<file path="config.mk">
export PLATFORM = sky130hd
export DESIGN_NAME = ler_palavra
export DESIGN_NICKNAME = d
export VERILOG_FILES = /design/src/rtl/ler_palavra_pkg.sv /design/src/rtl/ler_palavra.sv
export SDC_FILE = /design/constraint.sdc
export NUM_CORES = 1
export LEC_CHECK = 0
export CAP_MARGIN = 10
export CORE_MARGIN = 1
export CORE_UTILIZATION = 40
export DETAILED_ROUTE_END_ITERATION = 16
export GPL_TIMING_DRIVEN = 0
export HOLD_SLACK_MARGIN = 0.05
export PLACE_DENSITY = 0.62
export SYNTH_ARGS = -nofsm -noshare
export SYNTH_HDL_FRONTEND = slang
export SYNTH_SLANG_ARGS = --single-unit
</file>
<file path="constraint.sdc">
create_clock -name clock -period 5.65 [get_ports clock]
set_clock_uncertainty 0.15 [all_clocks]
set_input_delay 1.13 -clock clock [delete_from_list [all_inputs] [get_ports clock]]
set_output_delay 1.13 -clock clock [all_outputs]
set_load 0.01 [all_outputs]
</file>
<file path="src/rtl/ler_palavra_pkg.sv">
// Shared frame-buffer definitions for the word reader and writer.
// Holds the default geometry and the reader state encoding.
package ler_palavra_pkg;

   localparam int LP_WORD_BITS  = 32;
   localparam int LP_ADDR_WIDTH = 12;

   typedef enum logic [1:0] {
      IDLE  = 2'd0,
      ISSUE = 2'd1,
      DRAIN = 2'd2,
      FIM   = 2'd3
   } estado_t;

endpackage

</file>
<file path="src/rtl/ler_palavra.sv">
// Reads WORD_BITS consecutive one-bit pixels from the frame buffer
// and assembles them into a word, bit i from address base + i.
module ler_palavra
   import ler_palavra_pkg::*;
#(
   parameter int WORD_BITS    = LP_WORD_BITS,
   parameter int ADDR_WIDTH   = LP_ADDR_WIDTH,
   parameter int READ_LATENCY = 2
) (
   input  logic                  clock,
   input  logic                  reset,
   input  logic                  start,
   input  logic [ADDR_WIDTH-1:0] endereco_base,
   output logic [ADDR_WIDTH-1:0] rdaddress,
   input  logic                  q,
   output logic [WORD_BITS-1:0]  dados_out,
   output logic                  busy,
   output logic                  done
);

   localparam int IW = (WORD_BITS > 1) ? $clog2(WORD_BITS) : 1;
   localparam logic [IW-1:0] LAST = IW'(WORD_BITS - 1);

   estado_t                 state_q, state_d;
   logic [ADDR_WIDTH-1:0]   rdaddress_q, rdaddress_d;
   logic [IW-1:0]           cnt_q, cnt_d;
   logic                    busy_q, busy_d;
   logic                    done_q, done_d;
   logic [WORD_BITS-1:0]    dados_q, dados_d;
   logic [WORD_BITS-1:0]    shadow_q, shadow_d;
   logic [READ_LATENCY-1:0] dl_v_q, dl_v_d;
   logic [IW-1:0]           dl_i_q [READ_LATENCY];
   logic [IW-1:0]           dl_i_d [READ_LATENCY];
   logic                    issue;
   logic                    cap;
   logic [IW-1:0]           cap_idx;

   // Tail of the delay line: bit index whose data is on q now
   assign cap     = dl_v_q[READ_LATENCY-1];
   assign cap_idx = dl_i_q[READ_LATENCY-1];

   always_comb begin
      state_d     = state_q;
      rdaddress_d = rdaddress_q;
      cnt_d       = cnt_q;
      busy_d      = busy_q;
      done_d      = 1'b0;
      dados_d     = dados_q;
      shadow_d    = shadow_q;
      issue       = 1'b0;
      if (cap) begin
         shadow_d[cap_idx] = q;
      end
      case (state_q)
         IDLE: begin
            if (start) begin
               state_d     = ISSUE;
               rdaddress_d = endereco_base;
               cnt_d       = '0;
               busy_d      = 1'b1;
               shadow_d    = '0;
            end
         end
         ISSUE: begin
            issue = 1'b1;
            if (cnt_q == LAST) begin
               state_d = DRAIN;
            end else begin
               cnt_d       = cnt_q + IW'(1);
               rdaddress_d = rdaddress_q + ADDR_WIDTH'(1);
            end
         end
         DRAIN: begin
            // Leave as the last bit lands, including it in the copy
            if (cap && cap_idx == LAST) begin
               state_d = FIM;
               done_d  = 1'b1;
               dados_d = shadow_d;
            end
         end
         FIM: begin
            state_d = IDLE;
            busy_d  = 1'b0;
         end
         default: begin
            state_d = IDLE;
         end
      endcase
      dl_v_d[0] = issue;
      dl_i_d[0] = cnt_q;
      for (int i = 1; i < READ_LATENCY; i++) begin
         dl_v_d[i] = dl_v_q[i-1];
         dl_i_d[i] = dl_i_q[i-1];
      end
   end

   always_ff @(posedge clock) begin
      if (reset) begin
         state_q     <= IDLE;
         rdaddress_q <= '0;
         cnt_q       <= '0;
         busy_q      <= 1'b0;
         done_q      <= 1'b0;
         dados_q     <= '0;
         shadow_q    <= '0;
         dl_v_q      <= '0;
         for (int i = 0; i < READ_LATENCY; i++) begin
            dl_i_q[i] <= '0;
         end
      end else begin
         state_q     <= state_d;
         rdaddress_q <= rdaddress_d;
         cnt_q       <= cnt_d;
         busy_q      <= busy_d;
         done_q      <= done_d;
         dados_q     <= dados_d;
         shadow_q    <= shadow_d;
         dl_v_q      <= dl_v_d;
         for (int i = 0; i < READ_LATENCY; i++) begin
            dl_i_q[i] <= dl_i_d[i];
         end
      end
   end

   assign rdaddress = rdaddress_q;
   assign dados_out = dados_q;
   assign busy      = busy_q;
   assign done      = done_q;

endmodule
</file>
; ---- Word level (Yosys, flattened, before mapping)
; Memory sizes are Yosys's and may differ from the RTL's.
; Cells that the tools add are included.
[op_classes]
addsub = 2
eq_ne = 9
n_bitwise = 3
n_reduce_logical = 10
n_lt_le_gt_ge = 2
n_mux = 25
[op_table]
columns = operator, n
row1 = 2-to-1 mux 32 bit, 3
row2 = bitwise mux 32 bit, 1
row3 = 2-to-1 mux 12 bit, 2
row4 = case mux 12 bit (2 select lines), 1
row5 = 2-to-1 mux 5 bit, 4
row6 = adder 12 x 1 -> 12 bit (second input constant), 1
row7 = == test 5 bit (second input constant), 2
row8 = case mux 5 bit (2 select lines), 1
row9 = inequality test 2 bit (second input constant), 4
row10 = case mux 2 bit (4 select lines), 1
row11 = 2-to-1 mux 1 bit, 7
row12 = < comparator 5 x 6 -> 1 bit (second input constant), 1
row13 = 2-to-1 mux 2 bit, 3
row14 = AND reduction 3 bit, 2
row15 = adder 5 x 1 -> 5 bit (second input constant), 1
row16 = demux 1 bit (select 5 bit), 1
row17 = greater-or-equal comparator 5 x 1 -> 1 bit (second input constant), 1
row18 = == test 2 bit (second input constant), 2
row19 = AND reduction 2 bit, 2
row20 = nonzero test 2 bit, 2
row21 = == test 2 x 1 -> 1 bit (second input constant), 1
row22 = logical AND 1 bit, 2
row23 = zero test 2 bit, 1
row24 = OR 1 bit, 2
row25 = 3 further kinds, 3
[totals]
mem_count = 1
out_inout_bits = 46
ff_bits = 87
word_cells = 60
mem_bits_rw = 10
inputBits = 16
[memory_table]
columns = name, depth, word_bits, read_ports, rd_clocked_by_memory_dff, write_ports, line
row1 = dl_i_q, 2, 5, 2, 0, 2, ler_palavra.sv:32  ; logic [IW-1:0] dl_i_q [READ_LATENCY];

; ---- Logic depth before layout (Yosys ltp)
[depth]
depth_word = 8
depth_mapped = 10
mapped_depth_nobuf = 7

; ---- Least setup slack after synthesis
; Ideal clock, no wire load.
[synth_path]
path_type = input-to-reg
start = in reset
end = reg rdaddress_q[1] (netlist: rdaddress[1])
path_stages = 4
setup_slack_ns = 3.296
arrival_time_ns = 2.058
t_required_ns = 5.354
n_path_buf = 3
setup_ns = 0.146
path_cell_list = buf_2 clkbuf_1 clkbuf_1 a211oi_1
[synth_rtl]
columns = item, line
row1 = from (decl), ler_palavra.sv:11  ; input logic reset,
row2 = to (signal assigned), ler_palavra.sv:112  ; rdaddress_q <= rdaddress_d;
row3 = to (decl), ler_palavra.sv:25  ; logic [ADDR_WIDTH-1:0] rdaddress_q, rdaddress_d;
; No word-level cell between the ends.

; ---- Final worst setup path
[layout_path]
start = reg rdaddress_q[0] (netlist: rdaddress[0])
end = out rdaddress[0]
[layout_rtl]
columns = item, line
row1 = to (decl), ler_palavra.sv:14  ; output logic [ADDR_WIDTH-1:0] rdaddress,
; No word-level cell between the ends.

==> out/metrics.csv <==
stage;metric;value;unit
pwr;Comb power frac;27.4;%
yosys;synthesized flop and latch total;96;
pwr;switching share of power;31.80;%
sta;fmax;370.2;MHz
worst_hold_path;Worst Hold Path EP;dl_i_q[0][7];
setup_path;R2R Path Start;cnt_q[0];
yosys;EDFF count, synth;0;
setup_path;Crit path required time;4.37;ns
pwr;LEAKAGE;1.885;nW
setup_path;flop-to-flop setup slack;3.43;ns
place;Port Buffer Count;59;
finish;layout cells sized above 1;14.45;%
detailed_routing;Vias;3304;
setup_path;Crit path max-delay family;buffers and inverters;
clock_network;CTS Buf Count;9;
finish;Net count, final;537;
global_routing;vias in the first global route;3112;
yosys;largest cells by area after synthesis;dfxtp_1 45%, a211oi_2 8.6%, mux2i_1 8.3%;
setup_path;slowest CP cell;clkdlybuf4s50_1;
worst_hold_path;hold depth;1;
finish;final instance area;5235;um2
setup_path;Critical Path Max Stage Delay;0.59;ns
sta;setup TNS;0;ns
detailed_routing;first-pass detailed-route iteration total;4;
yosys;Cell variety after synth;47;
floorplan;area of the core region;10280;um2
yosys;synthesized instance count;444;
yosys;Syn Nets;467;
sta;Slew Limit Fails;0;
yosys;Synth warnings;0;
clock_network;Sink Count;96;
clock_network;post_cts resized;0;
pwr;Max IR drop VDD;0.2178;mV
clock_network;cts hold-fix bufs;0;
detailed_routing;ANT nets after route;0;
global_routing;total track usage;17.34;%
pwr;P_sw;0.0005845;W
clock_network;CTS clk-pin slew, worst paths;0.10;ns
worst_hold_path;min-delay src;dl_i_q[0][2];
setup_path;worst-path fanout max;7;
global_routing;final global-route overflow total;0;
sta;fin crit period;2.701;ns
setup_path;Crit. End Element;output port;
clock_network;Skew-Pair Late Insertion Delay;0.35;ns
pwr;Pint;0.001254;W
sta;max_slew headroom;49.51;%
yosys;area leader, netlist;dfxtp_1;
yosys;Synth top cells by count;96 x dfxtp_1, 73 x nor2_1, 35 x mux2i_1, 32 x nand2_1, 29 x a211oi_2;
floorplan;io pins;62;
sta;final hold viol count;0;
place;post-DP HPWL;6712;um
floorplan;Die Y;104.9;um
sta;fin crit share;47.81;%
yosys;most frequent cell after synthesis;dfxtp_1;
clock_network;worst-case clock buffer depth;2;
clock_network;setup repair bufs after CTS;0;
clock_network;Root Buffer Master;clkbuf_8;
detailed_routing;DRT iter0 DRCs;72;
pwr;PD cells;351.2;nW/um2
setup_path;R2R Path End;rdaddress[11];
yosys;Mapped Area;4239;um2
worst_hold_path;HP Class;flop to flop;
floorplan;Die Width;104.9;um
global_routing;global-route wire length before repair;15140;um
finish;Area Overhead vs Synth;23.49;%
setup_path;Data arrival, critical path;1.42;ns
global_routing;initial antenna violation count;0;
pwr;Clk network pwr share;28.8;%
floorplan;Die ar.;11010;um2
setup_path;Cell Chain, Critical Path;clkdlybuf4s50_1;
setup_path;reg2reg path depth;9;
sta;Worst Tran Pin Value;0.7574;ns
job;max-cap viol count;0;
detailed_routing;Via density;5.044;
place;Cell Area, Placed;5000;um2
yosys;Post-synth ARST share;0;%
floorplan;Starting Density;41.25;%
clock_network;CTS tree;built;
global_routing;largest net degree at the start of global routing;16;
finish;diodes inserted;0;
yosys;Seq/Total Area, Yosys;45.34;%
setup_path;CP Class;flop to output port;
status;status;finished clean;
sta;RSZ-0062 raised after global routing;no;
detailed_routing;post-DR wirelength/cell;14.09;um
setup_path;Startpoint Class;flop;
place;Routability Congestion;0.8441;
yosys;Main synth FF type;dfxtp_1;
pwr;part of the power in registers;43.8;%
clock_network;H-tree depth;3;
detailed_routing;DRT Wirelength;9227;um
floorplan;Core Rows;37;
yosys;syn_area_per_cell;9.547;um2
sta;Final setup violation count;0;
detailed_routing;DRC violations left;0;
yosys;Yosys top cell area share;45.34;%
setup_path;CP Buf/Inv Count;1;
[worst max-delay path by stage]
| stage | start | endpoint | depth (start not counted) |
|---|---|---|---|
| floorplan | reset | rdaddress[1] | 4 |
| global placement | start | rdaddress[11] | 7 |
| detailed placement | start | rdaddress[11] | 7 |
| CTS | rdaddress[0] | rdaddress[0] | 1 |
| global route | rdaddress[4] | rdaddress[4] | 1 |
| finish | rdaddress[0] | rdaddress[0] | 1 |
[per-layer routing]
metal | routed length, um | GRT usage, % | up-vias
met5 | 0 | 0 | -
met4 | 116 | 6.338 | 0
met3 | 220 | 2.495 | 9
met2 | 4456 | 29.38 | 43
met1 | 4434 | 22.38 | 1567
li1 | - | - | 1685
[power by group through the flow]
| stage | Combinational, W | Clock, W | Sequential [W] |
|---|---|---|---|
| after detailed placement | 0.000506 | 0 | 0.000817 |
| after global placement | 0.000498 | 0 | 0.000818 |
| after global routing | 0.000554 | 0.000570 | 0.000814 |
| after floorplan | 0.000316 | 0 | 0.000821 |
| after CTS | 0.000511 | 0.000540 | 0.000803 |
| final | 0.000504 | 0.000530 | 0.000804 |
[metrics by stage]
| step | util, % | worst slack, ns | total power [W] | std cells | hold WS [ns] |
|---|---|---|---|---|---|
| CTS | 50.94 | 2.937 | 0.001853 | 655 | 0.2936 |
| global route | 50.94 | 2.885 | 0.001938 | 655 | 0.3116 |
| global placement | 48.65 | 2.660 | 0.001316 | 639 | 0.2718 |
| detailed placement | 48.65 | 2.653 | 0.001324 | 639 | 0.2704 |
| floorplan | - | 3.296 | 0.001137 | 444 | 0.2638 |
| finish | 50.94 | 2.949 | 0.001838 | 655 | 0.2901 |
[final cells by class]
type	count	area, um2
Clock inverter	6	107.6
Multi-Input combinational cell	311	2068
Tap cell	136	170.2
Buffer	31	226.5
Fill cell	998	5042
Clock buffer	10	127.6
Timing Repair Buffer	59	590.6
Sequential cell	96	1922
Inverter	6	22.52
[cell families (layout without fill, tap and decap cells)]
group	after synthesis	in the layout	share of synthesized area, %
AND/OR/NAND/NOR	192	192	22.58
flip-flops	96	96	45.34
AO/OA/AOI/OAI	76	76	15.67
buffers and inverters	37	112	5.873
multiplexers	35	35	8.265
adder cells (fa/ha/maj)	7	7	2.066
XOR/XNOR	1	1	0.2066
[sequential cells by signal (all words and copies together) (netlist names)]
signal and count:
rdaddress 12, dados_out 32, dl_v_q 2, dl_i_q 10
cnt_q 5, busy 1, shadow_q 31, done 1
state_q 2
[layout by cell type (no fill, tap or decap), types with 2 or more instances in the layout]
cell | synthesis | routed
a21oi_1 | 15 | 15
ha_1 | 7 | 7
mux2i_1 | 35 | 35
clkdlybuf4s50_1 | 0 | 59
a211oi_2 | 29 | 29
o22ai_1 | 3 | 3
nor2b_1 | 16 | 16
clkbuf_8 | 0 | 9
inv_1 | 6 | 6
and3_1 | 5 | 5
nor4_1 | 2 | 2
buf_12 | 2 | 2
a21o_1 | 2 | 2
or3_1 | 2 | 2
buf_6 | 5 | 5
and2_1 | 3 | 3
nand4_1 | 6 | 6
dfxtp_1 | 96 | 96
bufinv_16 | 0 | 3
nor3_1 | 7 | 7
and3_4 | 2 | 2
nand2_1 | 32 | 32
a31oi_1 | 2 | 2
buf_4 | 4 | 4
nor3b_1 | 4 | 4
o21ai_0 | 11 | 11
and3b_1 | 2 | 2
nand3_1 | 9 | 9
nor2_2 | 10 | 10
clkbuf_1 | 15 | 16
nor2_1 | 73 | 73
clkinv_2 | 0 | 2
o21a_1 | 2 | 2
buf_2 | 2 | 2
a211oi_1 | 6 | 6
and4_1 | 2 | 2
nand3b_1 | 7 | 7
buf_8 | 2 | 2
nand2b_1 | 6 | 6
(Power assumes the default switching activity.)
